[src/rtl/axi_lite_cmd_arbiter.sv]
// axi_lite_cmd_arbiter
// Shares one AXI-Lite master command interface between two requesters.
// Each request moves through four states: it is granted, then issued as a
// one-cycle command, then waits for completion or timeout, then returns its
// result with a one-cycle done pulse.
// Optional macro ARB_ROUND_ROBIN_EN: when both ports request together, the
// port that was not granted last wins. Without the macro, port 0 always wins.
// Every output is registered.
module axi_lite_cmd_arbiter #(
    parameter int          ADDR_W         = 8,
    parameter int          DATA_W         = 8,
    parameter int          TIMEOUT_CYCLES = 64,
    parameter logic [3:0]  TIMEOUT_RESP   = 4'hF
) (
    input  logic              clk,
    input  logic              rst,
    input  logic              req0,
    input  logic              req1,
    input  logic              we0,
    input  logic              we1,
    input  logic [ADDR_W-1:0] addr0,
    input  logic [ADDR_W-1:0] addr1,
    input  logic [DATA_W-1:0] wdata0,
    input  logic [DATA_W-1:0] wdata1,
    output logic              gnt0,
    output logic              gnt1,
    output logic              done0,
    output logic              done1,
    output logic [DATA_W-1:0] rdata,
    output logic [3:0]        resp,
    output logic              m_read,
    output logic              m_write,
    output logic [ADDR_W-1:0] m_raddr,
    output logic [ADDR_W-1:0] m_waddr,
    output logic [DATA_W-1:0] m_wdata,
    input  logic              m_rd_done,
    input  logic [DATA_W-1:0] m_rdata,
    input  logic              m_wr_done,
    input  logic [3:0]        m_resp,
    output logic              busy
);

    // The timer must hold TIMEOUT_CYCLES-1.
    localparam int TW = (TIMEOUT_CYCLES > 2) ? $clog2(TIMEOUT_CYCLES) : 1;

    typedef enum logic [1:0] {S_IDLE, S_ISSUE, S_WAIT, S_DONE} state_t;

    state_t            state, state_nxt;
    logic [TW-1:0]     timer, timer_nxt;
    logic              sel, sel_nxt;            // granted port: 0 or 1
    logic              cmd_we, cmd_we_nxt;
    logic [ADDR_W-1:0] cmd_addr, cmd_addr_nxt;
    logic [DATA_W-1:0] cmd_wdata, cmd_wdata_nxt;

    logic              gnt0_nxt, gnt1_nxt, done0_nxt, done1_nxt;
    logic [DATA_W-1:0] rdata_nxt;
    logic [3:0]        resp_nxt;
    logic              m_read_nxt, m_write_nxt;
    logic [ADDR_W-1:0] m_raddr_nxt, m_waddr_nxt;
    logic [DATA_W-1:0] m_wdata_nxt;
    logic              busy_nxt;
    logic              win;

`ifdef ARB_ROUND_ROBIN_EN
    logic              last_grant, last_grant_nxt;
`endif

    // Compute the next state and the next value of every registered output.
    always_comb begin
        state_nxt     = state;
        timer_nxt     = timer;
        sel_nxt       = sel;
        cmd_we_nxt    = cmd_we;
        cmd_addr_nxt  = cmd_addr;
        cmd_wdata_nxt = cmd_wdata;
        gnt0_nxt      = gnt0;
        gnt1_nxt      = gnt1;
        done0_nxt     = 1'b0;
        done1_nxt     = 1'b0;
        rdata_nxt     = rdata;
        resp_nxt      = resp;
        m_read_nxt    = 1'b0;
        m_write_nxt   = 1'b0;
        m_raddr_nxt   = '0;
        m_waddr_nxt   = '0;
        m_wdata_nxt   = '0;
        win           = 1'b0;
`ifdef ARB_ROUND_ROBIN_EN
        last_grant_nxt = last_grant;
`endif

        unique case (state)
            S_IDLE: begin
                if (req0 || req1) begin
`ifdef ARB_ROUND_ROBIN_EN
                    win = (req0 && req1) ? ~last_grant : req1;
`else
                    win = ~req0;
`endif
                    sel_nxt       = win;
                    cmd_we_nxt    = win ? we1    : we0;
                    cmd_addr_nxt  = win ? addr1  : addr0;
                    cmd_wdata_nxt = win ? wdata1 : wdata0;
                    gnt0_nxt      = ~win;
                    gnt1_nxt      = win;
                    state_nxt     = S_ISSUE;
                end
            end
            S_ISSUE: begin
                m_read_nxt  = ~cmd_we;
                m_write_nxt = cmd_we;
                if (cmd_we) begin
                    m_waddr_nxt = cmd_addr;
                    m_wdata_nxt = cmd_wdata;
                end else begin
                    m_raddr_nxt = cmd_addr;
                end
                timer_nxt = TW'(TIMEOUT_CYCLES - 1);
                state_nxt = S_WAIT;
            end
            S_WAIT: begin
                // Completion takes precedence over a timer that has just expired.
                if (!cmd_we && m_rd_done) begin
                    rdata_nxt = m_rdata;
                    resp_nxt  = 4'h0;
                    state_nxt = S_DONE;
                end else if (cmd_we && m_wr_done) begin
                    rdata_nxt = '0;
                    resp_nxt  = m_resp;
                    state_nxt = S_DONE;
                end else if (timer == '0) begin
                    rdata_nxt = '0;
                    resp_nxt  = TIMEOUT_RESP;
                    state_nxt = S_DONE;
                end else begin
                    timer_nxt = timer - 1'b1;
                end
                if (state_nxt == S_DONE) begin
                    done0_nxt = ~sel;
                    done1_nxt = sel;
                end
            end
            S_DONE: begin
                gnt0_nxt  = 1'b0;
                gnt1_nxt  = 1'b0;
                rdata_nxt = '0;
                resp_nxt  = 4'h0;
`ifdef ARB_ROUND_ROBIN_EN
                last_grant_nxt = sel;
`endif
                state_nxt = S_IDLE;
            end
            default: state_nxt = S_IDLE;
        endcase

        busy_nxt = (state_nxt != S_IDLE);
    end

    // State, command latch and registered outputs; synchronous reset.
    always_ff @(posedge clk) begin
        if (rst) begin
            state     <= S_IDLE;
            timer     <= '0;
            sel       <= 1'b0;
            cmd_we    <= 1'b0;
            cmd_addr  <= '0;
            cmd_wdata <= '0;
            gnt0      <= 1'b0;
            gnt1      <= 1'b0;
            done0     <= 1'b0;
            done1     <= 1'b0;
            rdata     <= '0;
            resp      <= 4'h0;
            m_read    <= 1'b0;
            m_write   <= 1'b0;
            m_raddr   <= '0;
            m_waddr   <= '0;
            m_wdata   <= '0;
            busy      <= 1'b0;
`ifdef ARB_ROUND_ROBIN_EN
            last_grant <= 1'b1;
`endif
        end else begin
            state     <= state_nxt;
            timer     <= timer_nxt;
            sel       <= sel_nxt;
            cmd_we    <= cmd_we_nxt;
            cmd_addr  <= cmd_addr_nxt;
            cmd_wdata <= cmd_wdata_nxt;
            gnt0      <= gnt0_nxt;
            gnt1      <= gnt1_nxt;
            done0     <= done0_nxt;
            done1     <= done1_nxt;
            rdata     <= rdata_nxt;
            resp      <= resp_nxt;
            m_read    <= m_read_nxt;
            m_write   <= m_write_nxt;
            m_raddr   <= m_raddr_nxt;
            m_waddr   <= m_waddr_nxt;
            m_wdata   <= m_wdata_nxt;
            busy      <= busy_nxt;
`ifdef ARB_ROUND_ROBIN_EN
            last_grant <= last_grant_nxt;
`endif
        end
    end

endmodule

[config.mk]
export PLATFORM = sky130hd
export DESIGN_NAME = axi_lite_cmd_arbiter
export DESIGN_NICKNAME = d
export VERILOG_FILES = /design/src/rtl/axi_lite_cmd_arbiter.sv
export SDC_FILE = /design/constraint.sdc
export NUM_CORES = 1
export LEC_CHECK = 0
export BUFFER_PORTS_ARGS = -buffer_cell sky130_fd_sc_hd__buf_4
export CORE_MARGIN = 2
export CORE_UTILIZATION = 46
export CTS_CLUSTER_SIZE = 10
export DETAILED_ROUTE_END_ITERATION = 8
export PLACE_DENSITY = 0.75
export SLEW_MARGIN = 10
export SYNTH_ARGS = -nofsm -noshare
export SYNTH_HDL_FRONTEND = slang
export SYNTH_SLANG_ARGS = --single-unit
[constraint.sdc]
create_clock -name clk -period 1.91 [get_ports clk]
set_input_delay 0.191 -clock clk [delete_from_list [all_inputs] [get_ports clk]]
set_output_delay 0.191 -clock clk [all_outputs]
set_load 0.01 [all_outputs]
==> qor.yml <==
setup_path:
  path_delay_family: "compound AO/OA/AOI/OAI gates"
  arrival_ps: 1990
  start_kind: "register"
  path_depth: 7
  crit_path_end_kind: "register"
  rr_worst_depth: 7
  required_ps: 2140
  cp.buffers_inverters: 2
  worstPathMaxFanout: 12
  path_cells: "inv_1 > ha_1 > or2b_2 > o211ai_2 > a21oi_1 > buf_4 > a22o_2"
  path_class: "register to register"
  slowest_delay_ps: 330
  crit_path_top_delay_cell: "dfxtp_1"
power:
  leakage_nw: 1.663
  power.density_nw_per_um2: 1125
  ir_worst_vdd_uv: 847.5
  p_total_mw: 4.107
cts:
  clockRootBuffer: "clkbuf_8"
  cts.sinks: 69
  cts_tree: "built"
  post_cts_buffers: 0
  clk_pin_slew_ps: 80
  htreeDepth: 3
  cts_made_buffers: 9
  clk_latency_ps: 330
  ctsLongestPathBuffers: 2
worst_hold_path:
  holdPathStages: 2
  hp-class: "input pin to register"
timing:
  relSlewSlack: 0.6531
  finalSetupTns_ps: 0
  setup-violations-final: 0
  fin_skew_ps: 6.053
  setup_slack_ps: 148.0
  max_slew.worst_pin.slew_ps: 518.0
  fmax_mhz: 567.5
  slew_violations: 0
  rsz0062_at_grt: "false"
  fin_crit_ps: 1762
  final_hold_viol_count: 0
  fin_crit_sh: 0.9225
logic_synthesis:
  synth_edf_count: 0
  synthFlopType: "dfxtp_1"
  ys_async_sr_fraction: 0
  ys_seq_area_frac: 0.5237
  synth_warnings: 0
  synth.cell_area_um2: 2638
  synthDistinctLibCells: 42
  avgSynthCellArea_um2: 10.55
  synthCells: 250
  synth_seq_cells: 69
  syn_nets: 309
placed_design:
  io_buffers: 94
  dp_cells: 406
  gp_congestion: 0.8210
  pre_cts_ws_ps: 133.2
  dpl.hpwl_um: 3901
drt:
  post_drt_wl_per_cell_um: 12.86
  drt_iter0_markers: 77
  totalWireLength_um: 5429
  vias: 2061
  antenna_left: 0
  dr.pass1.iters: 4
  drcViolationCount: 0
  drt-vias-per-instance: 4.884
grt:
  grtUsageMet3: 0.07014
  track_usage: 0.1760
  grt_max_degree: 36
  grt_busiest_layer: "met2"
  met2_usage: 0.2874
  antenna_found_initial: 0
  gr-total-overflow: 0
  use_met1: 0.2134
  first_global_vias: 1873
  grt_pass1_wl_um: 8562
flow_run:
  maxCapViolations: 0
cells_and_area:
  nFillCells: 469
  drive_gt1_frac: 0.3657
  syn2layout_area_growth_pct: 38.42
  final_common_cell: "buf_4"
  layout.nets: 404
  utilization: 0.6630
  diodes: 0
  final_cell_mix: "buf_4, dfxtp_1, nor2_1"
  fin_cells: 422
floorplanning:
  initial_core_util: 0.4790
  die_w_um: 79.72
  num_rows: 27
  fp.dieH_um: 79.72
  die_area_um2: 6355
  core_um2: 5507
  ioPinCount: 95
status:
  status: "completed"
[state kept, by name, indices dropped and copies added (netlist names), 2 cells and up]
register,count
cmd_wdata,8
timer,6
state,2
resp,4
m_raddr,8
m_wdata,8
m_waddr,8
rdata,8
cmd_addr,8
[cell type report]
class                           count  area [µm²]  area share
Clock buffer                       10       137.6     0.03770
Clock inverter                      6       93.84     0.02570
Inverter                            8       30.03    0.008225
Multi-Input combinational cell    159        1170      0.3204
Sequential cell                    69        1381      0.3783
Tap cell                           72       90.09     0.02467
Timing Repair Buffer               98       748.2      0.2049
[final timing paths]
check	start	end	slack, ps
worst max-delay path	timer[0]	resp[3]	150
worst min-delay path	m_rdata[6]	rdata[6]	70
worst max register to register	timer[0]	resp[3]	150
worst min register to register	cmd_wdata[5]	m_wdata[5]	450
[where the power goes]
part	switching, mW	leakage, nW	internal (mW)
Clock	0.541	0.113	0.782
Combinational	0.520	0.986	0.493
Sequential	0.127	0.564	1.64
Total	1.19	1.66	2.92
[synth_stat cells, types with 2 or more instances]
cell / instances / area share
dfxtp_1: 69 / 0.52
nor2_1: 26 / 0.037
and2_1: 25 / 0.059
a211oi_1: 21 / 0.060
mux2i_1: 17 / 0.065
a22o_1: 11 / 0.037
inv_1: 8 / 0.011
ha_1: 7 / 0.033
nand2b_1: 7 / 0.017
clkbuf_1: 6 / 0.0085
a21oi_1: 4 / 0.0076
a311oi_1: 4 / 0.013
buf_1: 4 / 0.0057
and3_1: 3 / 0.0071
buf_2: 3 / 0.0057
a31oi_1: 2 / 0.0047
nand2_1: 2 / 0.0028
nor2b_1: 2 / 0.0047
nor3_1: 2 / 0.0038
nor3b_1: 2 / 0.0057
o21a_1: 2 / 0.0057
or2_2: 2 / 0.0047
or3_1: 2 / 0.0047
[routing by layer]
metal | routed length [µm] | up-vias
met2 | 2671 | 59
li1 | - | 1076
met4 | 38 | 0
met5 | 0 | -
met1 | 2357 | 924
met3 | 361 | 2
[what timing repair did]
item                                    in CTS  in global routing
endpoints found under the setup margin       0                 19
gates resized for setup                      0                  2
hold buffers                                 0                  0
[cells by family after synthesis]
family                   synth area share
AND/OR/NAND/NOR                    0.1760
flip-flops                         0.5237
AO/OA/AOI/OAI                      0.1584
buffers and inverters             0.03557
multiplexers                      0.07305
adder cells (fa/ha/maj)           0.03321
[through the flow]
stage	hold slack [ps]	area, µm²
final	69.78	3651
after global routing	47.20	3651
after CTS	50.03	3643
after detailed placement	411.2	3412
after global placement	407.5	3412
after floorplan	323.9	2638
(Power assumes the default switching activity.)
